`config.mk`:
```
export PLATFORM = sky130hd
export DESIGN_NAME = adaptive_clock_tuner
export DESIGN_NICKNAME = d
export VERILOG_FILES = /design/src/rtl/adaptive_clock_tuner.sv
export SDC_FILE = /design/constraint.sdc
export NUM_CORES = 1
export LEC_CHECK = 0
export ABC_AREA = 1
export CORE_ASPECT_RATIO = 0.8
export CORE_MARGIN = 2
export CORE_UTILIZATION = 65
export DETAILED_ROUTE_END_ITERATION = 8
export DONT_BUFFER_PORTS = 1
export GPL_TIMING_DRIVEN = 0
export PLACE_DENSITY = 0.89
export RECOVER_POWER = 100
export SLEW_MARGIN = 30
export SYNTH_ARGS = -nofsm -noshare
export SYNTH_HDL_FRONTEND = slang
export SYNTH_SLANG_ARGS = --single-unit
```
`constraint.sdc`:
```
create_clock -name clk -period 6 [get_ports clk]
set_input_delay 1.2 -clock clk [delete_from_list [all_inputs] [get_ports clk]]
set_output_delay 1.2 -clock clk [all_outputs]
set_load 0.01 [all_outputs]
```
`src/rtl/adaptive_clock_tuner.sv`:
```
// Binary search for the smallest clock divider that survives a validation window,
// with guard band, one-shot/tracking modes and a failure indication.
module adaptive_clock_tuner #(
  parameter int DATA_WIDTH        = 8,
  parameter int INITIAL_CLK_DIV   = 128,
  parameter int MIN_CLK_DIV       = 1,
  parameter int MAX_CLK_DIV       = 254,
  parameter int SETTLE_CYCLES     = 4,
  parameter int VALIDATION_CYCLES = 16,
  parameter int GUARD_BAND        = 2
) (
  input  logic                  clk,
  input  logic                  rst_n,
  input  logic                  i_Start,
  input  logic                  i_Mode,
  input  logic                  i_Error_Flag,
  output logic [DATA_WIDTH-1:0] o_Clk_Div,
  output logic                  o_Div_Update,
  output logic                  o_Busy,
  output logic                  o_Done,
  output logic                  o_Fail
);

  // state   | meaning
  // IDLE    | waiting for i_Start, initial divider applied
  // APPLY   | drive midpoint candidate
  // SETTLE  | let the new divider settle, errors ignored
  // OBSERVE | count consecutive error-free cycles
  // UPDATE  | narrow the search range or finish
  // DONE    | converged; tracking mode re-arms on error
  // FAIL    | no candidate passed, held until reset

  localparam int PW = $clog2(VALIDATION_CYCLES + 1);
  localparam int SW = $clog2(SETTLE_CYCLES + 1);
  localparam logic [DATA_WIDTH-1:0] INIT_V = DATA_WIDTH'(INITIAL_CLK_DIV);
  localparam logic [DATA_WIDTH-1:0] MIN_V  = DATA_WIDTH'(MIN_CLK_DIV);
  localparam logic [DATA_WIDTH-1:0] MAX_V  = DATA_WIDTH'(MAX_CLK_DIV);
  localparam logic [PW-1:0] PASS_LAST      = PW'(VALIDATION_CYCLES - 1);
  localparam logic [PW-1:0] PASS_FULL      = PW'(VALIDATION_CYCLES);
  localparam logic [SW-1:0] SETTLE_LOAD    = SW'(SETTLE_CYCLES - 1);

  typedef enum logic [2:0] {
    S_IDLE, S_APPLY, S_SETTLE, S_OBSERVE, S_UPDATE, S_DONE, S_FAIL
  } state_t;

  state_t                state, state_nxt;
  logic                  mode, mode_nxt;
  logic [DATA_WIDTH-1:0] low, low_nxt, high, high_nxt, mid, mid_nxt;
  logic [DATA_WIDTH-1:0] best, best_nxt, div_nxt, final_div;
  logic                  best_valid, best_valid_nxt, passed, passed_nxt, search_end;
  logic [SW-1:0]         settle_cnt, settle_nxt;
  logic [PW-1:0]         pass_cnt, pass_nxt;
  logic                  upd_nxt, busy_nxt, done_nxt, fail_nxt;
  logic [DATA_WIDTH:0]   mid_sum, guard_sum, rearm_sum;

  always_ff @(posedge clk or negedge rst_n) begin
    if (!rst_n) begin
      state        <= S_IDLE;
      mode         <= 1'b0;
      low          <= MIN_V;
      high         <= MAX_V;
      mid          <= INIT_V;
      best         <= '0;
      best_valid   <= 1'b0;
      passed       <= 1'b0;
      settle_cnt   <= '0;
      pass_cnt     <= '0;
      o_Clk_Div    <= INIT_V;
      o_Div_Update <= 1'b0;
      o_Busy       <= 1'b0;
      o_Done       <= 1'b0;
      o_Fail       <= 1'b0;
    end else begin
      state        <= state_nxt;
      mode         <= mode_nxt;
      low          <= low_nxt;
      high         <= high_nxt;
      mid          <= mid_nxt;
      best         <= best_nxt;
      best_valid   <= best_valid_nxt;
      passed       <= passed_nxt;
      settle_cnt   <= settle_nxt;
      pass_cnt     <= pass_nxt;
      o_Clk_Div    <= div_nxt;
      o_Div_Update <= upd_nxt;
      o_Busy       <= busy_nxt;
      o_Done       <= done_nxt;
      o_Fail       <= fail_nxt;
    end
  end

  always_comb begin
    state_nxt      = state;
    mode_nxt       = mode;
    low_nxt        = low;
    high_nxt       = high;
    mid_nxt        = mid;
    best_nxt       = best;
    best_valid_nxt = best_valid;
    passed_nxt     = passed;
    settle_nxt     = settle_cnt;
    pass_nxt       = pass_cnt;
    div_nxt        = o_Clk_Div;
    upd_nxt        = 1'b0;
    busy_nxt       = o_Busy;
    done_nxt       = o_Done;
    fail_nxt       = o_Fail;
    search_end     = 1'b0;
    final_div      = MAX_V;
    mid_sum        = {1'b0, low} + {1'b0, high};
    guard_sum      = '0;
    rearm_sum      = {1'b0, o_Clk_Div} + (DATA_WIDTH + 1)'(1);

    case (state)
      S_IDLE: begin
        if (i_Start) begin
          mode_nxt       = i_Mode;
          low_nxt        = MIN_V;
          high_nxt       = MAX_V;
          best_valid_nxt = 1'b0;
          busy_nxt       = 1'b1;
          state_nxt      = S_APPLY;
        end
      end
      S_APPLY: begin
        mid_nxt    = DATA_WIDTH'(mid_sum >> 1);
        div_nxt    = mid_nxt;
        upd_nxt    = (mid_nxt != o_Clk_Div);
        settle_nxt = SETTLE_LOAD;
        state_nxt  = S_SETTLE;
      end
      S_SETTLE: begin
        if (settle_cnt == '0) begin
          pass_nxt  = '0;
          state_nxt = S_OBSERVE;
        end else begin
          settle_nxt = settle_cnt - 1'b1;
        end
      end
      S_OBSERVE: begin
        // an error on the final counted cycle still fails the candidate
        if (i_Error_Flag) begin
          passed_nxt = 1'b0;
          state_nxt  = S_UPDATE;
        end else if (pass_cnt == PASS_LAST) begin
          pass_nxt   = PASS_FULL;
          passed_nxt = 1'b1;
          state_nxt  = S_UPDATE;
        end else begin
          pass_nxt = pass_cnt + 1'b1;
        end
      end
      S_UPDATE: begin
        if (passed) begin
          best_nxt       = mid;
          best_valid_nxt = 1'b1;
          if (mid == MIN_V) search_end = 1'b1;
          else              high_nxt   = mid - 1'b1;
        end else begin
          if (mid == MAX_V) search_end = 1'b1;
          else              low_nxt    = mid + 1'b1;
        end
        if (search_end || (low_nxt > high_nxt)) begin
          guard_sum = {1'b0, best_nxt} + (DATA_WIDTH + 1)'(GUARD_BAND);
          if (best_valid_nxt)
            final_div = (guard_sum > {1'b0, MAX_V}) ? MAX_V : guard_sum[DATA_WIDTH-1:0];
          div_nxt   = final_div;
          upd_nxt   = (final_div != o_Clk_Div);
          busy_nxt  = 1'b0;
          done_nxt  = best_valid_nxt;
          fail_nxt  = !best_valid_nxt;
          state_nxt = best_valid_nxt ? S_DONE : S_FAIL;
        end else begin
          state_nxt = S_APPLY;
        end
      end
      S_DONE: begin
        if (mode && i_Error_Flag) begin
          done_nxt = 1'b0;
          if (o_Clk_Div == MAX_V) begin
            fail_nxt  = 1'b1;
            state_nxt = S_FAIL;
          end else begin
            low_nxt        = (rearm_sum > {1'b0, MAX_V}) ? MAX_V : rearm_sum[DATA_WIDTH-1:0];
            high_nxt       = MAX_V;
            best_valid_nxt = 1'b0;
            busy_nxt       = 1'b1;
            state_nxt      = S_APPLY;
          end
        end
      end
      S_FAIL: ;
      default: state_nxt = S_IDLE;
    endcase
  end

endmodule

```
==> results of run 1 <==
metrics by stage:
stage | util [%] | std cells | hold WS (ns)
after floorplan | - | 621 | 0.4396
after global placement | 69.85 | 705 | 0.4524
after detailed placement | 69.85 | 705 | 0.4693
after CTS | 73.73 | 721 | 0.4772
after global routing | 73.52 | 721 | 0.5181
final | 73.52 | 721 | 0.4719
synthesized netlist by cell type, types with 2 or more instances:
cell | n | share of area, %
sky130_fd_sc_hd__inv_1 | 74 | 6.3
sky130_fd_sc_hd__nand2_4 | 3 | 0.76
sky130_fd_sc_hd__ha_1 | 28 | 7.9
sky130_fd_sc_hd__or2_2 | 3 | 0.42
sky130_fd_sc_hd__nand2_2 | 6 | 0.85
sky130_fd_sc_hd__nand3_1 | 38 | 4.3
sky130_fd_sc_hd__nand4_1 | 10 | 1.4
sky130_fd_sc_hd__o22ai_1 | 2 | 0.28
sky130_fd_sc_hd__o21ai_2 | 2 | 0.39
sky130_fd_sc_hd__xor2_1 | 21 | 4.1
sky130_fd_sc_hd__nand2_1 | 158 | 13
sky130_fd_sc_hd__a21oi_1 | 30 | 3.4
sky130_fd_sc_hd__nor2_1 | 52 | 4.4
sky130_fd_sc_hd__o211ai_1 | 8 | 1.4
sky130_fd_sc_hd__nor2_2 | 3 | 0.42
sky130_fd_sc_hd__inv_2 | 3 | 0.25
sky130_fd_sc_hd__o21ai_0 | 55 | 6.2
sky130_fd_sc_hd__o21ai_1 | 5 | 0.56
sky130_fd_sc_hd__nor3_1 | 11 | 1.2
sky130_fd_sc_hd__buf_6 | 2 | 0.51
sky130_fd_sc_hd__buf_2 | 5 | 0.56
sky130_fd_sc_hd__and2_1 | 2 | 0.28
sky130_fd_sc_hd__clkbuf_1 | 8 | 0.68
sky130_fd_sc_hd__a31oi_1 | 4 | 0.56
sky130_fd_sc_hd__dfstp_2 | 10 | 5.9
sky130_fd_sc_hd__o221ai_1 | 2 | 0.39
sky130_fd_sc_hd__nand3_2 | 3 | 0.68
sky130_fd_sc_hd__buf_4 | 2 | 0.34
sky130_fd_sc_hd__dfrtp_1 | 48 | 27
sky130_fd_sc_hd__a21o_1 | 2 | 0.34
sky130_fd_sc_hd__nor2_4 | 2 | 0.51
sky130_fd_sc_hd__a22oi_1 | 4 | 0.68
sky130_fd_sc_hd__xnor2_1 | 3 | 0.59
worst max-delay path, cell delays in order (launching register included):
cell                       delay [ns]
sky130_fd_sc_hd__dfrtp_1         0.49
sky130_fd_sc_hd__inv_1           0.18
sky130_fd_sc_hd__nor3_1          0.31
sky130_fd_sc_hd__nand4_1         0.13
sky130_fd_sc_hd__nand2_1         0.13
sky130_fd_sc_hd__clkbuf_1        0.33
sky130_fd_sc_hd__inv_1           0.20
sky130_fd_sc_hd__nand2_1         0.10
sky130_fd_sc_hd__o21ai_0         0.17
sky130_fd_sc_hd__ha_1            0.37
sky130_fd_sc_hd__a21oi_1         0.07
sky130_fd_sc_hd__o21ai_0         0.15
sky130_fd_sc_hd__nand2_1         0.07
sky130_fd_sc_hd__o211ai_1        0.08
sky130_fd_sc_hd__o21ai_0         0.22
sky130_fd_sc_hd__nand2_1         0.11
sky130_fd_sc_hd__nand2_1         0.08
sky130_fd_sc_hd__nand2_1         0.13
sky130_fd_sc_hd__clkbuf_1        0.34
sky130_fd_sc_hd__o21ai_0         0.18
sky130_fd_sc_hd__a21oi_1         0.15
sky130_fd_sc_hd__a21oi_1         0.05
report_power, final:
part           internal [mW]  leakage (nW)  total [mW]  switching (mW)
Sequential             0.568         0.702       0.752           0.185
Clock                  0.299         0.123       0.466           0.167
Combinational          0.669          1.52        2.01            1.34
cell type report:
| cell class | instances | area (um^2) | area share (%) |
|---|---|---|---|
| buffer | 18 | 106.4 | 2.223 |
| clock buffer | 12 | 155.1 | 3.244 |
| clock inverter | 4 | 97.59 | 2.040 |
| inverter | 79 | 301.5 | 6.304 |
| multi-input combinational | 466 | 2554 | 53.39 |
| sequential | 58 | 1464 | 30.60 |
| tap | 84 | 105.1 | 2.197 |
worst max path at each step:
stage	startpoint	end	cells past startpoint
3_3_place_gp	mid[5]	o_Clk_Div[2]	19
3_5_place_dp	mid[5]	o_Clk_Div[3]	20
2_1_floorplan	mid[5]	o_Clk_Div[3]	21
4_1_cts	mid[5]	o_Clk_Div[3]	20
5_1_grt	mid[5]	o_Clk_Div[3]	20
6_report	mid[5]	o_Clk_Div[3]	21
state kept, by name, summed over array words and instances, names as in the netlist:
signal and flops:
passed 1, o_Clk_Div 8, state 3, best 8, mid 8, o_Busy 1, settle_cnt 3, mode 1
o_Fail 1, o_Div_Update 1, low 8, o_Done 1, pass_cnt 5, high 8, best_valid 1
routing by layer:
layer  wire length (um)  vias to the layer above  part of all wire, %
li1                   -                     2065                    -
met1               5139                     2009                   42
met2               5295                      286                   44
met3               1331                       49                   11
met4                377                        0                  3.1
met5                  0                        -                    0
cell families (layout without fill, tap and decap cells):
family,after synthesis,after routing
xor+xnor,24,24
flops,58,58
simple gates,293,293
fa+ha+maj,29,29
mux,1,1
compound gates,119,119
buf+inv,97,113
==> results.env, run 1 <==
STATUS='complete, no violations'
MAX_CAP_VIOLATIONS=0
SYNTH_SIMPLE_GATE_AREA_SHARE_PCT=29.17
CTS_MAX_PATH_BUFFERS=2
ANT_NETS=0
MET3_USAGE_PCT=8.447
CTS.HOLD.BUFFERS_ADDED=0
DRTPASS1ITERATIONS=5
ANTENNA_CELLS=0
PERIOD_MINUS_SLACK_NS=4.179
GRT_ANTENNA_BEFORE_REPAIR=0
NUM-FILL-CELLS=493
SYNTH_TOP_FAMILY_BY_AREA='simple AND/OR/NAND/NOR gates'
POSTCTSSETUPREPAIRBUFS=0
IO_PINS=17
CTS_TREE='built'
GRT.MET2_USAGE_PCT=53.61
DIE_WIDTH_UM=96.40
CLK-INSERTION-DELAY-LATE_NS=0.35
DRC=0
CLK_PIN_SLEW_NS=0.07
GRT_FIRST_PASS_WIRELENGTH_UM=20600
WORST_SLEW_MARGIN_REL_PCT=41.19
VIA_COUNT_OF_THE_FIRST_GLOBAL_ROUTING_PASS=4308
ROOT_BUFFER='sky130_fd_sc_hd__clkbuf_8'
CORE_AREA_UM2=6506
VIA_TO_CELL_RATIO=6.115
SYNTH_CELLS=621
FINAL_REPLACE_WEIGHTED_CONGESTION=1.030
WORST_IR_DROP_VDD_uV=458.5
MAXSLEWVIOLCOUNT=0
FIN_NETS=666
GRTUSAGETOTAL_PCT=35.60
SYNTH_AREA_IN_ADDERS_PCT=8.343
SYNTHXORXNORAREAFRAC_PCT=4.735
LEAKAGE_nW=2.344
CTS_BUFFERS=9
MIN_DELAY_PATH_DEPTH=1
FIRST_ITER_VIOLATIONS=538
SEQ_AREA_FRAC_SYNTH_PCT=32.98
NUM_ROWS=26
DP_HPWL_UM=9104
AREA_GROWTH_SYN_TO_LAYOUT_PCT=7.751
RSZ_0062_RAISED_AFTER_GLOBAL_ROUTING='no'
AVERAGE_ROUTED_WIRE_PER_STANDARD_CELL_UM=16.84
SYNTH.LIB_CELLS_USED.DISTINCT=45
WORSTPATHREQUIRED_NS=6.23
DIE_AREA_UM2=7511
PIN_COUNT_OF_THE_BIGGEST_NET_ENTERING_GLOBAL_ROUTING=59
WORST-R2R-SETUP-SLACK_NS=1.82
DPL-INSTANCE-AREA_UM2=4544
PLACEMENT.SETUP.WORST_SLACK_NS=2.423
TIMING.SETUP.TNS_NS=0
SYNTH_MUX_AREA_SHARE_PCT=0.2537
TOTAL_POWER_mW=3.229
DIE_HEIGHT_UM=77.92
POWER-PER-CELL-AREA_nW_PER_UM2=675.1
LAYOUT-DRIVE-GT1-SHARE_PCT=8.634
H-TREE-DEPTH=3
WORST_SETUP_PATH_START_KIND='flip-flop'
CRITICAL_PATH_ARRIVAL_NS=4.41
SYNTHESIS.YOSYS.WARNINGS=0
MOST-COMMON-LAYOUT-CELLS='158 x sky130_fd_sc_hd__nand2_1, 75 x sky130_fd_sc_hd__inv_1, 57 x sky130_fd_sc_hd__o21ai_0'
LAYOUT.CELLS.MOST_COMMON='sky130_fd_sc_hd__nand2_1'
PATH_CLASS='flip-flop to flip-flop'
STARTING_UTILIZATION_OF_THE_CORE_AREA_PCT=68.23
SYNTH-ASYNC-RESET-RATIO_PCT=100.0
POST-ROUTE-WORST-SETUP-SLACK_NS=1.821
SYNTHESIS.AREA_UM2=4439
CTS.REPAIR.RESIZED=0
CRIT_PATH_MAX_FANOUT=10
SYN-MEAN-INSTANCE-AREA_UM2=7.149
SETUP_VIOLATIONS=0
SYNTH_COMPOUND_GATE_AREA_SHARE_PCT=15.19
TIMING.FINAL.CRIT_SHARE_PCT=69.66
DETAILROUTE.VIA_COUNT=4409
TIMING.CLOCK.SKEW_NS=0.01060
SYNTHFLOPTYPE='sky130_fd_sc_hd__dfrtp_1'
RR_WORST_DEPTH=21
MIN_TO='settle_cnt[0]'
YS_SEQ_ELEMENTS=58
WIRELENGTH_UM=12140
GRT_OVERFLOW_TOTAL=0
FMAX_MHz=239.3
FINAL_AREA_UM2=4783
MIN-DELAY-PATH-CLASS='flip-flop to flip-flop'
RR_ENDPOINT='o_Clk_Div[3]'
GR-USAGE-MET1_PCT=50.22
HOLD_PATH.STARTPOINT='settle_cnt[0]'
SYNTH_ENABLE_FLOP_CELLS=0
REPORT.FINAL.HOLD_VIOL_COUNT=0
GRT_BUSIEST_LAYER='met2'
CTS_NUM_SINKS=58
WORST_R2R_STARTPOINT='mid[5]'
BUFFER_PORTS.INSERTED=0
SYN-NUM-NETS=655
ENDPOINT_KIND='flip-flop'
WORST-SLEW-PIN-TRANSITION_NS=0.8769
Note: power is estimated with default switching activity, not from simulation.
==> inputs of run 2 (changes only) <==
- ABC_AREA: 1 -> 0
- clock period: 6 -> 4.2 ns (I/O delays scaled with it)
==> run 2 against run 1 <==
Against the previous run:
- the run now ends with capacitance limit, slew limit left
- via count fell by 3.0%
- flip-flop and latch count did not move
- cell count shrank 12%
- combinational power rose by 49%
- global-route usage is 1.6 points lower
==> results.env, run 2 <==
STATUS='finished with violations'
FAILED_CHECKS='capacitance limit, slew limit'
ANT_NETS=0
SEQ_POWER_SHARE_PCT=23.6
CORE_AREA_UM2=6858
BUFFER_PORTS.INSERTED=0
SYNTH_TOP_AREA_SHARE_PCT=26.09
SYNTH_MOST_COMMON_CELL='sky130_fd_sc_hd__dfrtp_1'
DP_HPWL_UM=9434
CRITICAL_PATH_ARRIVAL_NS=4.26
MAX_CAP_VIOLATIONS=1
PERIOD_MINUS_SLACK_NS=4.031
FINAL_AREA_UM2=4903
PIN_COUNT_OF_THE_BIGGEST_NET_ENTERING_GLOBAL_ROUTING=59
COMB_POWER_SHARE_PCT=65.8
AREA_GROWTH_SYN_TO_LAYOUT_PCT=6.523
AVERAGE_ROUTED_WIRE_PER_STANDARD_CELL_UM=19.99
FINAL_REPLACE_WEIGHTED_CONGESTION=0.9887
TOTAL_POWER_mW=4.538
SYNTHFLOPTYPE='sky130_fd_sc_hd__dfrtp_1'
CTS_NUM_SINKS=58
DPL-INSTANCE-AREA_UM2=4712
GRTUSAGETOTAL_PCT=34.03
SWITCH_PWR_mW=2.306
GRT_FIRST_PASS_WIRELENGTH_UM=20760
ROOT_BUFFER='sky130_fd_sc_hd__clkbuf_8'
SYNTH.CELLS.MOST_FREQUENT='48 x sky130_fd_sc_hd__dfrtp_1, 46 x sky130_fd_sc_hd__a21oi_1, 45 x sky130_fd_sc_hd__nand2_1'
TIMING.CRITICAL_PATH.CELLS='buf_2 -> inv_1 -> ha_1 -> a41oi_2 -> clkbuf_2 -> nor2_1 -> a21oi_1 -> ha_1 -> a21o_1 -> a21o_1 -> a21oi_1 -> o21ai_0 -> a21oi_4 -> o21a_1 -> buf_2 -> mux2_2'
POWER-PER-CELL-AREA_nW_PER_UM2=925.4
NUM_ROWS=27
SYNTH-ASYNC-RESET-RATIO_PCT=100.0
RSZ_0062_RAISED_AFTER_GLOBAL_ROUTING='no'
REPORT.FINAL.HOLD_VIOL_COUNT=0
WORSTPATHREQUIRED_NS=4.43
GRT_ANTENNA_BEFORE_REPAIR=0
SYNTH_ENABLE_FLOP_CELLS=0
IO_PINS=17
NUM-FILL-CELLS=549
WORST_R2R_STARTPOINT='mid[0]'
MOST-COMMON-LAYOUT-CELLS='48 x sky130_fd_sc_hd__dfrtp_1, 47 x sky130_fd_sc_hd__a21oi_1, 45 x sky130_fd_sc_hd__nand2_1'
SYNTHESIS.YOSYS.WARNINGS=0
CRIT_PATH_START='mid[0]'
SYNTH.AREA.TOP_CELLS='sky130_fd_sc_hd__dfrtp_1 26%, sky130_fd_sc_hd__ha_1 7.6%, sky130_fd_sc_hd__dfstp_2 5.7%'
PATH_CLASS='flip-flop to flip-flop'
SEQ_AREA_FRAC_SYNTH_PCT=31.80
SYN-NUM-NETS=565
WIRELENGTH_UM=12710
LEAKAGE_nW=2.084
SWITCHING_SHARE_PCT=50.82
SYNTH_LARGEST_AREA_CELL='sky130_fd_sc_hd__dfrtp_1'
KIND_OF_CELL_WITH_THE_HIGHEST_COMBINED_DELAY_ON_THE_CRITICAL_PATH='compound AO/OA/AOI/OAI gates'
TIMING.SETUP.TNS_NS=0
CLOCKPOWERSHARE_PCT=10.6
FIN_CELLS=636
CRIT_PATH_MAX_FANOUT=10
SYN-MEAN-INSTANCE-AREA_UM2=8.669
WORST-SLEW-PIN-TRANSITION_NS=1.542
WORST_SLEW_MARGIN_REL_PCT=-3.418
GRT_OVERFLOW_TOTAL=0
DETAILROUTE.VIA_COUNT=4277
CRITICAL_PATH_BUF_INV_COUNT=4
SETUP_VIOLATIONS=0
TIMING.CLOCK.SKEW_NS=0.005832
SYNTH.LIB_CELLS_USED.DISTINCT=68
DRTPASS1ITERATIONS=5
ENDPOINT_KIND='flip-flop'
FIN_NETS=578
SYNTHESIS.AREA_UM2=4603
DRC=0
LAYOUT.CELLS.MOST_COMMON='sky130_fd_sc_hd__dfrtp_1'
ANTENNA_CELLS=0
CLK-INSERTION-DELAY-LATE_NS=0.35
PLACE.DETAILED.INSTANCES=618
LAYOUT-DRIVE-GT1-SHARE_PCT=11.84
TIMING.FINAL.CRIT_SHARE_PCT=95.97
WORST_SETUP_PATH_START_KIND='flip-flop'
STARTING_UTILIZATION_OF_THE_CORE_AREA_PCT=67.12
CTS_MAX_PATH_BUFFERS=2
SYNTH_CELLS=531
CTS_BUFFERS=9
FIRST_ITER_VIOLATIONS=513
WORST_IR_DROP_VDD_uV=552.8
CLK_PIN_SLEW_NS=0.07
DIE_AREA_UM2=7775
CPPEAKSTAGEDELAY_NS=0.37
CTS_TREE='built'
MIN-DELAY-PATH-CLASS='primary input to async pin'
FMAX_MHz=248.1
YS_SEQ_ELEMENTS=58
H-TREE-DEPTH=3
INTERNAL_POWER_mW=2.232
VIA_COUNT_OF_THE_FIRST_GLOBAL_ROUTING_PASS=4000
DIE_HEIGHT_UM=79.27
DIE_WIDTH_UM=98.09
MAXSLEWVIOLCOUNT=11
VIA_TO_CELL_RATIO=6.725
CTS.HOLD.BUFFERS_ADDED=0
CP_SLOWEST_CELL='sky130_fd_sc_hd__dfrtp_1'
-- run 2: cell types whose count changed after synthesis, moves of 7 or more --
| cell | previous run | this run |
|---|---|---|
| sky130_fd_sc_hd__buf_2 | 5 | 12 |
| sky130_fd_sc_hd__clkbuf_1 | 8 | 20 |
| sky130_fd_sc_hd__a21oi_1 | 30 | 46 |
| sky130_fd_sc_hd__nand2b_1 | 0 | 9 |
| sky130_fd_sc_hd__mux2i_1 | 0 | 8 |
| sky130_fd_sc_hd__xnor2_1 | 3 | 24 |
| sky130_fd_sc_hd__a221o_1 | 0 | 7 |
| sky130_fd_sc_hd__o21ai_0 | 55 | 33 |
| sky130_fd_sc_hd__inv_1 | 74 | 16 |
| sky130_fd_sc_hd__nor2_1 | 52 | 44 |
| sky130_fd_sc_hd__mux2_2 | 1 | 13 |
| sky130_fd_sc_hd__nand2_1 | 158 | 45 |
| sky130_fd_sc_hd__nand3_1 | 38 | 19 |
-- run 2: layout make-up --
type                            instances  area [um^2]  area share (%)
Tap cell                               87        108.9           2.220
Sequential cell                        58         1464           29.85
Inverter                               19        71.32           1.454
Buffer                                 35        177.7           3.623
Clock buffer                           16        180.2           3.674
Timing Repair Buffer                    2        11.26          0.2297
Multi-Input combinational cell        419         2890           58.94
-- run 2: path summary, 6_finish.rpt --
kind                       depth (start not counted)  slack, ns            to
max in group asynchronous                          0       3.82        low[0]
min                                                0       0.18       best[7]
max reg2reg                                       16       0.17  o_Clk_Div[0]
max                                               16       0.17  o_Clk_Div[0]
min reg2reg                                        2       0.48   pass_cnt[4]
min in group clk                                   2       0.48   pass_cnt[4]
-- run 2: metrics by stage --
stage | setup WS, ns | utilization (%) | hold slack, ns
floorplan | 0.6716 | - | 0.4485
global placement | 0.03718 | 68.71 | 0.4592
detailed placement | 0.001613 | 68.71 | 0.4719
CTS | 0.06955 | 71.45 | 0.1788
global route | 0.003582 | 71.50 | 0.1669
finish | 0.1691 | 71.50 | 0.1846
-- run 2: power by group through the flow --
stage	clock network (mW)	logic (mW)	registers (mW)
6_report	0.483	2.99	1.07
5_1_grt	0.514	3.19	1.10
4_1_cts	0.486	2.86	1.06
3_5_place_dp	0	2.83	1.07
3_3_place_gp	0	2.73	1.06
2_1_floorplan	0	2.19	0.995
-- run 2: worst reg2reg max path, delay by kind of cell (launching register included) --
| family | cells | cell delay, ns |
|---|---|---|
| mux | 1 | 0.37 |
| buf+inv | 4 | 0.86 |
| compound gates | 8 | 1.72 |
| fa+ha+maj | 2 | 0.53 |
| simple gates | 1 | 0.06 |
| flops | 1 | 0.37 |
-- run 2: metal layers --
metal,routed length (um),global-route usage [%]
met5,0,0
met4,236,9.167
met3,1500,9.947
met2,5483,50.07
met1,5491,49.04
-- run 2: timing repair --
item | in CTS | in global routing
gates resized for setup | 1 | 5
setup endpoints to repair | 6 | 8
pin swaps | 0 | 1
buffers inserted | 0 | 2
-- run 2: logic make-up after synthesis --
family / count (synthesis) / share of synthesized area, %
fa+ha+maj: 29 / 8.046
mux: 27 / 6.686
compound gates: 157 / 22.70
flops: 58 / 31.80
buf+inv: 54 / 5.409
simple gates: 166 / 17.75
xor+xnor: 40 / 7.611
